File: config.mk
export PLATFORM = sky130hd
export DESIGN_NAME = if_fetch_buf
export DESIGN_NICKNAME = d
export VERILOG_FILES = /design/src/rtl/if_fetch_buf_pkg.sv /design/src/rtl/if_fifo.sv /design/src/rtl/if_fetch_buf.sv
export SDC_FILE = /design/constraint.sdc
export NUM_CORES = 1
export LEC_CHECK = 0
export BUFFER_PORTS_ARGS = -buffer_cell sky130_fd_sc_hd__buf_2
export CAP_MARGIN = 20
export CORE_MARGIN = 3
export CORE_UTILIZATION = 57
export CTS_BUF_LIST = sky130_fd_sc_hd__clkbuf_4 sky130_fd_sc_hd__clkbuf_8 sky130_fd_sc_hd__clkbuf_16
export DETAILED_ROUTE_END_ITERATION = 8
export PLACE_DENSITY_LB_ADDON = 0.05
export SLEW_MARGIN = 20
export SYNTH_ARGS = -nofsm -noshare
export SYNTH_HDL_FRONTEND = slang
export SYNTH_SLANG_ARGS = --single-unit
export TNS_END_PERCENT = 20
File: constraint.sdc
create_clock -name clk_if -period 8.33 [get_ports clk_if]
set_input_delay 0.4165 -clock clk_if [delete_from_list [all_inputs] [get_ports clk_if]]
set_output_delay 0.4165 -clock clk_if [all_outputs]
set_load 0.05 [all_outputs]
File: src/rtl/if_fetch_buf_pkg.sv
// if_fetch_buf_pkg: shared constants and the fetch-entry type
// for the instruction-fetch buffer and its prefetch FIFO.
package if_fetch_buf_pkg;

  localparam int unsigned ADDR_W_DEF   = 14;
  localparam int unsigned DEPTH_DEF    = 2;
  localparam logic [31:0] NOP_INST_DEF = 32'h0000_0013;

  typedef struct packed {
    logic [31:0] pc;
    logic [31:0] inst;
    logic        misalign;
  } fetch_ent_t;

endpackage

File: src/rtl/if_fifo.sv
// if_fifo: synchronous prefetch FIFO with clear, push/pop, count,
// full/empty. Ports: clk_i, rst_ni, clr_i, push_i, pop_i, data_i,
// head_o, count_o, full_o, empty_o. Reset is synchronous active-low.
module if_fifo
  import if_fetch_buf_pkg::*;
#(
  parameter int unsigned DEPTH = DEPTH_DEF,
  localparam int unsigned PW   = $clog2(DEPTH),
  localparam int unsigned CW   = PW + 1
) (
  input  logic          clk_i,
  input  logic          rst_ni,
  input  logic          clr_i,
  input  logic          push_i,
  input  logic          pop_i,
  input  fetch_ent_t    data_i,
  output fetch_ent_t    head_o,
  output logic [CW-1:0] count_o,
  output logic          full_o,
  output logic          empty_o
);

  localparam logic [CW-1:0] FULL_C = CW'(DEPTH);

  fetch_ent_t    mem_q [DEPTH];
  logic [PW-1:0] rd_q, rd_d;
  logic [PW-1:0] wr_q, wr_d;
  logic [CW-1:0] cnt_q, cnt_d;
  logic          do_push, do_pop;

  assign empty_o = (cnt_q == '0);
  assign full_o  = (cnt_q == FULL_C);
  assign count_o = cnt_q;
  assign head_o  = mem_q[rd_q];

  assign do_pop  = pop_i & ~empty_o;
  assign do_push = push_i & ~full_o;

  always_comb begin
    rd_d  = rd_q;
    wr_d  = wr_q;
    cnt_d = cnt_q;
    if (do_pop)  rd_d = rd_q + PW'(1);
    if (do_push) wr_d = wr_q + PW'(1);
    unique case ({do_push, do_pop})
      2'b10:   cnt_d = cnt_q + CW'(1);
      2'b01:   cnt_d = cnt_q - CW'(1);
      default: cnt_d = cnt_q;
    endcase
  end

  always_ff @(posedge clk_i) begin
    if (!rst_ni || clr_i) begin
      rd_q  <= '0;
      wr_q  <= '0;
      cnt_q <= '0;
    end else begin
      rd_q  <= rd_d;
      wr_q  <= wr_d;
      cnt_q <= cnt_d;
    end
  end

  // Storage needs no reset: empty_o masks stale entries.
  always_ff @(posedge clk_i) begin
    if (do_push) mem_q[wr_q] <= data_i;
  end

endmodule

File: src/rtl/if_fetch_buf.sv
// if_fetch_buf: fetch stage between PC and decode. Issues IROM word
// reads (1-cycle latency), buffers {pc, inst} in if_fifo, hands the
// head to decode via valid/ready, back-pressures PC via pc_adv_o,
// and discards buffered/in-flight work on flush_i.
// Ports: clk_if, rst_if_n (sync, active-low), pc_i, pc_adv_o,
// flush_i, irom_req_o, irom_addr_o, irom_rdata_i, inst_valid_o,
// inst_o, inst_pc_o, inst_ready_i.
// Macro IF_MISALIGN_CHK_EN: misaligned pc yields a flagged NOP entry
// instead of an IROM read, and adds output inst_misalign_o.
module if_fetch_buf
  import if_fetch_buf_pkg::*;
#(
  parameter int unsigned ADDR_W   = ADDR_W_DEF,
  parameter int unsigned DEPTH    = DEPTH_DEF,
  parameter logic [31:0] NOP_INST = NOP_INST_DEF
) (
  input  logic              clk_if,
  input  logic              rst_if_n,
  input  logic [31:0]       pc_i,
  output logic              pc_adv_o,
  input  logic              flush_i,
  output logic              irom_req_o,
  output logic [ADDR_W-1:0] irom_addr_o,
  input  logic [31:0]       irom_rdata_i,
  output logic              inst_valid_o,
  output logic [31:0]       inst_o,
  output logic [31:0]       inst_pc_o,
`ifdef IF_MISALIGN_CHK_EN
  output logic              inst_misalign_o,
`endif
  input  logic              inst_ready_i
);

  localparam int unsigned CW = $clog2(DEPTH) + 1;
  localparam logic [CW:0] DEPTH_C = (CW + 1)'(DEPTH);

  logic          inflight_q, inflight_d;
  logic          drop_q, drop_d;
  logic          mis_q, mis_d;
  logic [31:0]   req_pc_q, req_pc_d;

  logic [CW-1:0] count;
  logic [CW:0]   occ;
  logic          full, empty;
  logic          issue, misal;
  logic          push, pop;
  fetch_ent_t    head, push_ent;

  // Occupancy counts in-flight reads so the FIFO can never overflow;
  // a same-cycle pop deliberately does not free room.
  assign occ   = {1'b0, count} + {{CW{1'b0}}, inflight_q};
  assign issue = rst_if_n & ~flush_i & (occ < DEPTH_C);

`ifdef IF_MISALIGN_CHK_EN
  assign misal = (pc_i[1:0] != 2'b00);
`else
  assign misal = 1'b0;
`endif

  assign irom_req_o  = issue & ~misal;
  assign pc_adv_o    = irom_req_o;
  assign irom_addr_o = pc_i[ADDR_W+1:2];

  // A misaligned slot rides the in-flight path so at most one
  // entry enters the FIFO per cycle.
  assign push     = inflight_q & ~drop_q & ~flush_i;
  assign pop      = inst_valid_o & inst_ready_i & ~flush_i;
  assign push_ent = '{pc:       req_pc_q,
                      inst:     mis_q ? NOP_INST : irom_rdata_i,
                      misalign: mis_q};

  always_comb begin
    inflight_d = issue;
    mis_d      = issue & misal;
    req_pc_d   = issue ? pc_i : req_pc_q;
    drop_d     = flush_i & inflight_q;
  end

  always_ff @(posedge clk_if) begin
    if (!rst_if_n) begin
      inflight_q <= 1'b0;
      drop_q     <= 1'b0;
      mis_q      <= 1'b0;
      req_pc_q   <= '0;
    end else begin
      inflight_q <= inflight_d;
      drop_q     <= drop_d;
      mis_q      <= mis_d;
      req_pc_q   <= req_pc_d;
    end
  end

  if_fifo #(
    .DEPTH (DEPTH)
  ) u_fifo (
    .clk_i   (clk_if),
    .rst_ni  (rst_if_n),
    .clr_i   (flush_i),
    .push_i  (push),
    .pop_i   (pop),
    .data_i  (push_ent),
    .head_o  (head),
    .count_o (count),
    .full_o  (full),
    .empty_o (empty)
  );

  assign inst_valid_o = ~empty;
  assign inst_o       = empty ? NOP_INST : head.inst;
  assign inst_pc_o    = empty ? 32'h0 : head.pc;

`ifdef IF_MISALIGN_CHK_EN
  assign inst_misalign_o = ~empty & head.misalign;
`else
  logic unused_mis;
  assign unused_mis = head.misalign;
`endif

  a_no_ovf: assert property (@(posedge clk_if) disable iff (!rst_if_n)
    !(push && full));

endmodule

==> run_results.csv, run 1 <==
group,metric,value,unit
worst_setup_path,crit_type,"input port to output port",
cts,cts_sinks,167,
worst_setup_path,required,7.91,ns
die,num_rows,38,
timing,rsz0062_at_grt,"false",
placement,dp.cells,714,
layout,multi_input_area,1553,um^2
die,die_w,112.2,um
routing,firstDrtPassIters,4,
die,die_area,12580,um^2
pwr,clkPwrFrac,41.5,%
timing,hold_viol,0,
global_routing,grt_usage,19.40,%
pwr,power_frac_seq,52.5,%
layout,syn_to_final_growth,20.63,%
routing,drtIter0Drc,145,
die,die_h,112.2,um
timing,relSlewSlack,51.85,%
routing,wl,11730,um
pwr,combPwrFrac,6.0,%
global_routing,grt_pass1_vias,3908,
worst_setup_path,crit_arrival,2.10,ns
worst_setup_path,cp-start-kind,"input port",
cts,cts_tree,"done",
timing,setup_violations,0,
synthesis,synthDistinctLibCells,24,
global_routing,antenna_found_initial,0,
timing,fin_crit,2.521,ns
pwr,total_switching_power,379.6,uW
global_routing,grt_max_degree,65,
cts,htree_num_levels,4,
layout,fill_cells,795,
pwr,p_total,1.780,mW
worst_setup_path,critPathCaptureType,"output port",
pwr,peakVddDrop,166.4,uV
synthesis,synth_area_leader_cell,"edfxtp_1",
global_routing,grt_pass1_wl,18940,um
synthesis,synth_top_area_share,59.84,%
synthesis,synth_nets,532,
timing,period_share,30.26,%
run_status,status,"completed",
synthesis,synthCells,463,
synthesis,yosysSeqAreaShare,71.99,%
layout,nets,663,
timing,skew,0.004940,ns
die,io_pins,149,
layout,drive_gt1_share,32.78,%
cts,hold_buffers,0,
cts,cts_inserted_buffers,17,
synthesis,async_reset_ff_share,0,%
cts,worstSkewPairLatency,0.40,ns
synthesis,yosys_warnings,0,
die,core_area,10940,um^2
placement,hpwlAfterDp,7159,um
global_routing,overflow,0,
placement,gp_congestion,0.7581,
cts,post_cts_buffers,0,
synthesis,ys_ff_latch,167,
run,drv_cap,0,
die,start_util,58.74,%
routing,routedWlPerCell,15.70,um
cts,post_cts_resized,0,
routing,drtAntennaViolNets,0,
pwr,power_leakage,2.896,nW
worst_setup_path,path_max_fanout,35,
routing,via_count,3922,
synthesis,avgSynthCellArea,13.87,um^2
routing,drt-vias-per-instance,5.250,
layout,stdcell_count,747,
placement,port_buffers,148,
timing,fmax,396.7,MHz
synthesis,synthTopCellsByArea,"edfxtp_1 (60%), dfxtp_1 (12%), mux2i_1 (10%)",
layout,register_area,4628,um^2
layout,n_antenna_cell,0,
cts,root_buffer,"clkbuf_16",
cts,clk_path_buf_depth,2,
synthesis,synthesis.area,6424,um^2
pwr,power.density,229.7,nW/um^2
pwr,p_sw_share,21.33,%
timing,fin_hold_ws,0.2005,ns
pwr,intPower,1.400,mW
routing,drc,0,
timing,tns,0,ns
min_path,hold_path_class,"input port to flop",
synthesis,synth_common_cells,"edfxtp_1 (128), nor2_1 (69), mux2i_1 (65)",
synthesis,yosysMostFrequentCell,"edfxtp_1",
worst_setup_path,regToRegSetupSlack,5.84,ns
timing,tightest_slew,0.7205,ns
synthesis,ys.flop_type,"edfxtp_1",
cts,clk_pin_slew,0.06,ns
synthesis,synth-edff-count,128,
timing,report.final.slew_viol_count,0,
-- layer usage --
metal,track usage (%),vias to the layer above,wire (um)
met4,6.651,0,144
li1,-,1908,-
met3,5.391,15,715
met1,24.16,1868,4977
met5,0,-,0
met2,32.90,131,5889
-- path summary, 6_finish.rpt --
path	depth (start not counted)	end	from
worst max-delay path	5	irom_req_o	rst_if_n
worst min-delay path	1	u_fifo.mem_q[1][8]$_DFFE_PP_	irom_rdata_i[8]
worst max register to register	4	u_fifo.mem_q[1][58]$_DFFE_PP_	u_fifo.count_o[0]$_SDFFE_PN0P_
worst min register to register	0	u_fifo.mem_q[1][38]$_DFFE_PP_	req_pc_q[6]$_SDFFE_PN0P_
-- layout by cell type, fill, tap and decap left out, types with 2 or more instances in the layout --
master and instances:
buf_2 148, edfxtp_1 128, nor2_1 66, mux2i_1 65, dfxtp_1 38, nand2_1 36
nand3_1 33, o21ai_1 23, clkbuf_16 17, o21ai_2 10, buf_4 6, clkinv_1 4
nand2b_1 3, nor2_4 3, clkinvlp_4 3, and2_1 2, inv_1 2, xor2_1 2
clkinv_4 2, bufinv_16 2, clkbuf_4 2
-- through the flow --
step | utilization (%) | instance area, um^2 | setup WS (ns)
floorplan | - | 6424 | 4.461
global placement | 65.38 | 7149 | 5.779
detailed placement | 65.38 | 7149 | 5.767
CTS | 70.61 | 7721 | 5.707
global route | 70.86 | 7749 | 5.624
finish | 70.86 | 7749 | 5.809
-- critical path, stage by stage --
cell and delay [ns]:
buf_2 0.51, nor3b_4 0.29, buf_4 0.36, and2_1 0.22
buf_2 0.27
-- power groups by stage --
stage | Sequential (mW) | Clock, mW | Combinational [mW]
after floorplan | 0.948 | 0 | 0.0778
after global placement | 0.950 | 0 | 0.104
after detailed placement | 0.952 | 0 | 0.107
after CTS | 0.935 | 0.749 | 0.108
after global routing | 0.936 | 0.792 | 0.116
final | 0.934 | 0.739 | 0.107
-- cell families after synthesis --
| kind of cell | after synthesis | synth area share (%) |
|---|---|---|
| buffers and inverters | 45 | 4.188 |
| adder cells (fa/ha/maj) | 1 | 0.1947 |
| AO/OA/AOI/OAI | 35 | 3.311 |
| multiplexers | 65 | 10.13 |
| AND/OR/NAND/NOR | 147 | 9.778 |
| flip-flops | 167 | 71.99 |
| XOR/XNOR | 3 | 0.4091 |
-- flip-flops by register name (all words and copies together) (netlist names), named ones only --
register,cells
u_fifo.mem_q,128
req_pc_q,32
u_fifo.count_o,2
drop_q,1
inflight_q,1
u_fifo.rd_q,1
u_fifo.wr_q,1
-- layout make-up --
class / instances / share of cell area (%)
inverter: 2 / 0.09688
clock inverter: 13 / 1.695
timing repair buffer: 155 / 10.50
multi-input combinational: 251 / 20.04
sequential: 167 / 59.73
tap: 140 / 2.261
clock buffer: 19 / 5.684
No activity file was read; power rests on OpenSTA's default activity.
==> inputs of run 2 (changes only) <==
--- a/config.mk
+++ b/config.mk
@@ -5,10 +5,11 @@
 export SDC_FILE = /design/constraint.sdc
 export NUM_CORES = 1
 export LEC_CHECK = 0
+export ABC_AREA = 1
 export BUFFER_PORTS_ARGS = -buffer_cell sky130_fd_sc_hd__buf_2
 export CAP_MARGIN = 20
 export CORE_MARGIN = 3
-export CORE_UTILIZATION = 57
+export CORE_UTILIZATION = 54
 export CTS_BUF_LIST = sky130_fd_sc_hd__clkbuf_4 sky130_fd_sc_hd__clkbuf_8 sky130_fd_sc_hd__clkbuf_16
 export DETAILED_ROUTE_END_ITERATION = 8
 export PLACE_DENSITY_LB_ADDON = 0.05
==> constraint.sdc (replaced) <==
create_clock -name clk_if -period 2.4 [get_ports clk_if]
set_input_delay 0.12 -clock clk_if [delete_from_list [all_inputs] [get_ports clk_if]]
set_output_delay 0.12 -clock clk_if [all_outputs]
set_load 0.05 [all_outputs]
==> run_results.csv, run 2 <==
group,metric,value,unit
worst_setup_path,r2r_end,"u_fifo.mem_q[0][29]$_DFFE_PP_",
cts,cts_sinks,167,
timing,fin_hold_ws,0.01279,ns
global_routing,grt_usage,19.56,%
die,io_pins,149,
routing,drc,0,
timing,period_share,89.03,%
synthesis,synthDistinctLibCells,20,
routing,wl,12960,um
layout,stdcell_count,935,
die,die_w,115.8,um
worst_setup_path,reg2reg_from,"u_fifo.count_o[0]$_SDFFE_PN0P_",
layout,n_antenna_cell,0,
worst_setup_path,required,2.28,ns
cts,cts_inserted_buffers,17,
cts,hold_buffers,39,
routing,drt-vias-per-instance,4.881,
pwr,power.density,797.2,nW/um^2
worst_setup_path,reg2reg_depth,7,
routing,met3_length,688,um
layout,postLayoutCellArea,8339,um^2
synthesis,ys_ff_latch,167,
timing,fin_crit,2.137,ns
worst_setup_path,crit_arrival,2.02,ns
min_path,hold_path_class,"input port to flop",
synthesis,synthCells,607,
min_path,hp-start,"pc_i[6]",
routing,drtIter0Drc,265,
timing,skew,0.009263,ns
worst_setup_path,critPathCaptureType,"output port",
layout,top_register,"u_fifo.mem_q",
die,die_area,13410,um^2
routing,routedWlPerCell,13.86,um
layout,syn_to_final_growth,28.05,%
timing,setup_violations,0,
synthesis,yosys_warnings,0,
timing,tns,0,ns
synthesis,async_reset_ff_share,0,%
routing,via_count,4564,
layout,drive_gt1_share,25.38,%
cts,worstSkewPairLatency,0.41,ns
routing,top_layer,"met4",
min_path,worstHoldPathCells,5,
synthesis,synth_area_leader_cell,"edfxtp_1",
cts,clk_pin_slew,0.06,ns
routing,firstDrtPassIters,6,
layout,fill_cells,843,
placement,hpwlAfterDp,7654,um
die,core_area,11610,um^2
layout,nets,848,
global_routing,grt_pass1_vias,4335,
synthesis,synth-edff-count,128,
routing,drtAntennaViolNets,0,
timing,tightest_slew,0.7050,ns
global_routing,antenna_found_initial,0,
pwr,power_leakage,3.637,nW
timing,rsz0062_at_grt,"false",
pwr,peakVddDrop,482.7,uV
cts,htree_num_levels,4,
cts,cts_tree,"done",
min_path,whs_endpoint,"req_pc_q[6]$_SDFFE_PN0P_",
die,die_h,115.8,um
global_routing,overflow,0,
global_routing,grt_max_degree,65,
routing,routedLengthMet1,5636,um
routing,dr_wl_met2,6548,um
layout,final_common_cell,"nand2_1",
worst_setup_path,crit_type,"flop to output port",
placement,placed_cell_area,7279,um^2
timing,relSlewSlack,53.00,%
timing,hold_viol,0,
synthesis,ys.flop_type,"edfxtp_1",
synthesis,synth_nets,676,
placement,port_buffers,148,
timing,report.final.slew_viol_count,0,
placement,dp.cells,864,
global_routing,grt_pass1_wl,20220,um
run,drv_cap,0,
synthesis,synthTopCellsByArea,"edfxtp_1 (59%), dfxtp_1 (12%), nand2_1 (12%)",
synthesis,synthesis.area,6512,um^2
worst_setup_path,path_max_fanout,64,
layout,layout_common_cells,"nand2_1 (200), buf_2 (148), edfxtp_1 (128)",
synthesis,yosysMostFrequentCell,"nand2_1",
run_status,status,"completed",
worst_setup_path,cp-start-kind,"flop",
cts,clk_path_buf_depth,2,
die,start_util,56.08,%
synthesis,yosysSeqAreaShare,71.01,%
cts,root_buffer,"clkbuf_16",
die,num_rows,39,
cts,post_cts_buffers,0,
pwr,p_total,6.648,mW
timing,fmax,468.0,MHz
synthesis,synth_common_cells,"nand2_1 (200), edfxtp_1 (128), nor2_1 (75)",
placement,gp_congestion,0.7418,
synthesis,synth_top_area_share,59.02,%
synthesis,avgSynthCellArea,10.73,um^2
worst_setup_path,regToRegSetupSlack,0.58,ns
layout,largest_reg_flops,128,
cts,post_cts_resized,0,
-- run 2: critical path, stage by stage, from the launching register on --
cell and delay [ns]:
dfxtp_2 0.33, buf_4 0.57, nand2_1 0.11, a21oi_1 0.27, buf_2 0.32
-- run 2: worst max path at each step --
stage	startpoint	end	slack [ns]	depth (start not counted)
detailed placement	u_fifo.count_o[0]$_SDFFE_PN0P_	u_fifo.mem_q[0][38]$_DFFE_PP_	0.60	7
CTS	flop	inst_pc_o[11]	0.24	4
global placement	u_fifo.count_o[0]$_SDFFE_PN0P_	u_fifo.mem_q[0][28]$_DFFE_PP_	0.65	7
global route	flop	inst_pc_o[11]	0.11	4
floorplan	u_fifo.count_o[0]$_SDFFE_PN0P_	u_fifo.mem_q[1][0]$_DFFE_PP_	0.11	4
finish	flop	inst_pc_o[29]	0.26	4
-- run 2: cell families (layout without fill, tap and decap cells) --
group                    count (synthesis)  in the layout  synth area share [%]
AO/OA/AOI/OAI                           66             66                 5.072
adder cells (fa/ha/maj)                  1              1                0.1921
buffers and inverters                   87            272                 6.897
flip-flops                             167            167                 71.01
AND/OR/NAND/NOR                        286            286                 16.83
-- run 2: power breakdown --
group	internal (mW)	switching, mW	total, mW
registers	3.19	0.0356	3.23
logic	0.159	0.283	0.442
clock network	1.95	1.03	2.98
total	5.30	1.35	6.65
-- run 2: area by class of cell --
cell class	count	area [um^2]	share of cell area [%]
clock buffer	21	473.0	5.671
inverter	42	157.7	1.890
sequential	167	4626	55.47
multi-input combinational	353	1456	17.46
timing repair buffer	198	1251	15.00
tap	143	178.9	2.146
clock inverter	11	196.4	2.356
-- run 2: metal layers --
layer | vias up | GRT usage (%)
met2 | 129 | 33.76
met3 | 6 | 4.700
li1 | 2309 | -
met5 | - | 0
met1 | 2120 | 24.53
met4 | 0 | 6.110
-- run 2: stage by stage --
stage	setup slack [ns]	utilization (%)
final	0.2633	71.81
after global routing	0.1148	71.81
after CTS	0.2440	71.81
after detailed placement	0.6042	62.68
after global placement	0.6503	62.68
after floorplan	0.1058	-
==> inputs of run 3 (changes only) <==
--- a/config.mk
+++ b/config.mk
@@ -5,12 +5,13 @@
 export SDC_FILE = /design/constraint.sdc
 export NUM_CORES = 1
 export LEC_CHECK = 0
-export ABC_AREA = 1
+export ABC_AREA = 0
 export BUFFER_PORTS_ARGS = -buffer_cell sky130_fd_sc_hd__buf_2
 export CAP_MARGIN = 20
 export CORE_MARGIN = 3
-export CORE_UTILIZATION = 54
+export CORE_UTILIZATION = 53
 export CTS_BUF_LIST = sky130_fd_sc_hd__clkbuf_4 sky130_fd_sc_hd__clkbuf_8 sky130_fd_sc_hd__clkbuf_16
+export CTS_CLUSTER_DIAMETER = 50
 export DETAILED_ROUTE_END_ITERATION = 8
 export PLACE_DENSITY_LB_ADDON = 0.05
 export SLEW_MARGIN = 20
==> run_results.csv, run 3 (same netlist as run 1, synthesis figures left out) <==
group,metric,value,unit
min_path,hold_path_class,"input port to flop",
layout,final_common_cell,"buf_2",
global_routing,grt_pass1_vias,4202,
routing,routedWlPerCell,16.00,um
layout,syn_to_final_growth,32.31,%
layout,nets,734,
global_routing,grt_usage,20.05,%
die,die_w,116.1,um
timing,skew,0.006355,ns
timing,fin_crit,2.057,ns
die,core_area,11610,um^2
worst_setup_path,reg2reg_depth,5,
routing,drc,0,
timing,period_share,85.72,%
worst_setup_path,crit_arrival,1.94,ns
global_routing,antenna_found_initial,0,
timing,hold_viol,0,
placement,port_buffers,148,
layout,finish.utilization,73.18,%
placement,dp.cells,726,
routing,via_count,4193,
worst_setup_path,cp_slowest_cell,"dfxtp_4",
worst_setup_path,crit_type,"flop to output port",
placement,gp_congestion,0.7332,
layout,register_area,4628,um^2
cts,root_buffer,"clkbuf_16",
layout,stdcell_count,821,
routing,firstDrtPassIters,4,
worst_setup_path,endpoint,"inst_o[0]",
cts,worstSkewPairLatency,0.42,ns
timing,fmax,486.1,MHz
layout,postLayoutCellArea,8499,um^2
layout,n_antenna_cell,0,
layout,largest_reg_flops,128,
die,num_rows,39,
cts,clk_pin_slew,0.06,ns
layout,multi_input_area,1553,um^2
timing,rsz0062_at_grt,"false",
routing,wl,13140,um
layout,drive_gt1_share,30.53,%
placement,place_ws,0.5530,ns
worst_setup_path,reg2reg_from,"u_fifo.count_o[0]$_SDFFE_PN0P_",
timing,relSlewSlack,68.08,%
run_status,status,"completed",
placement,hpwlAfterDp,8098,um
worst_setup_path,required,2.28,ns
pwr,peakVddDrop,576.5,uV
die,io_pins,149,
worst_setup_path,crit_chain,"buf_4, mux2i_1, nand2_1, buf_2",
worst_setup_path,critPathCaptureType,"output port",
timing,tns,0,ns
cts,htree_num_levels,4,
layout,layout_common_cells,"buf_2 (148), edfxtp_1 (128), nor2_1 (66)",
cts,cts_sinks,167,
pwr,power_leakage,3.219,nW
routing,drt-vias-per-instance,5.107,
timing,report.final.slew_viol_count,0,
worst_setup_path,regToRegSetupSlack,0.52,ns
worst_setup_path,r2r_end,"u_fifo.count_o[1]$_SDFFE_PN0P_",
pwr,power.density,761.7,nW/um^2
die,die_h,116.1,um
layout,fill_cells,780,
worst_setup_path,path_max_fanout,27,
worst_setup_path,max_stage_delay,0.66,ns
cts,cts_inserted_buffers,17,
cts,clk_path_buf_depth,2,
die,die_area,13480,um^2
global_routing,overflow,0,
global_routing,grt_pass1_wl,20390,um
placement,placed_cell_area,7258,um^2
die,start_util,55.31,%
timing,setup_violations,0,
timing,tightest_slew,0.4788,ns
routing,drtAntennaViolNets,0,
worst_setup_path,cp-start-kind,"flop",
timing,worst_slack,0.3427,ns
routing,drtIter0Drc,295,
cts,cts_tree,"done",
layout,top_register,"u_fifo.mem_q",
global_routing,grt_max_degree,50,
run,drv_cap,0,
[run 3: cell count changes in the layout (fill, tap and decap cells not counted), moves of 8 or more]
cell / before / now
nand3_1: 5 / 33
nand2_1: 200 / 36
inv_1: 38 / 2
nor2_1: 74 / 66
a21oi_1: 65 / 1
mux2i_1: 0 / 65
o21ai_1: 0 / 23
o21ai_2: 0 / 10
dlygate4sd3_1: 39 / 63
[run 3: routing by layer]
metal | global-route usage (%) | share of wire (%) | vias up
met5 | 0 | 0 | -
met4 | 7.966 | 1.7 | 0
met3 | 5.078 | 5.9 | 22
met2 | 35.83 | 52 | 133
met1 | 23.14 | 41 | 1991
li1 | - | - | 2047
[run 3: per-stage QoR]
step	total power [mW]	hold slack, ns
after global placement	3.673	0.3088
after floorplan	3.560	0.2189
after detailed placement	3.689	0.3137
after global routing	6.678	0.02142
final	6.474	0.03087
after CTS	6.527	0.003478
[run 3: layout make-up]
class,count,share of cell area (%)
sequential,167,54.45
multi-input combinational,251,18.27
timing repair buffer,226,17.90
clock buffer,17,5.005
clock inverter,15,2.179
tap,143,2.105
inverter,2,0.08833
[run 3: worst min path at each step]
stage | from | to | cells past startpoint
6_report | flush_i | drop_q$_SDFF_PN0_ | 2
5_1_grt | flush_i | drop_q$_SDFF_PN0_ | 2
4_1_cts | pc_i[13] | req_pc_q[13]$_SDFFE_PN0P_ | 3
3_5_place_dp | irom_rdata_i[27] | u_fifo.mem_q[0][27]$_DFFE_PP_ | 1
3_3_place_gp | irom_rdata_i[29] | u_fifo.mem_q[0][29]$_DFFE_PP_ | 1
2_1_floorplan | irom_rdata_i[0] | u_fifo.mem_q[0][0]$_DFFE_PP_ | 0
[run 3: repair_timing]
| item | CTS | global route |
|---|---|---|
| endpoints found under the hold margin | 95 | 0 |
| setup buffers | 0 | 0 |
| resized for setup | 0 | 0 |
| hold buffers | 63 | 0 |
[run 3: worst max-delay path: cells and delay by family, from the launching register on]
family / cells / cell delay [ns]
flops: 1 / 0.66
buf+inv: 2 / 0.53
mux: 1 / 0.24
simple gates: 1 / 0.08
[run 3: power breakdown]
| part | internal (mW) | switching [mW] |
|---|---|---|
| Combinational | 0.187 | 0.279 |
| Clock | 1.72 | 1.05 |
| Sequential | 3.20 | 0.0402 |
| Total | 5.11 | 1.36 |
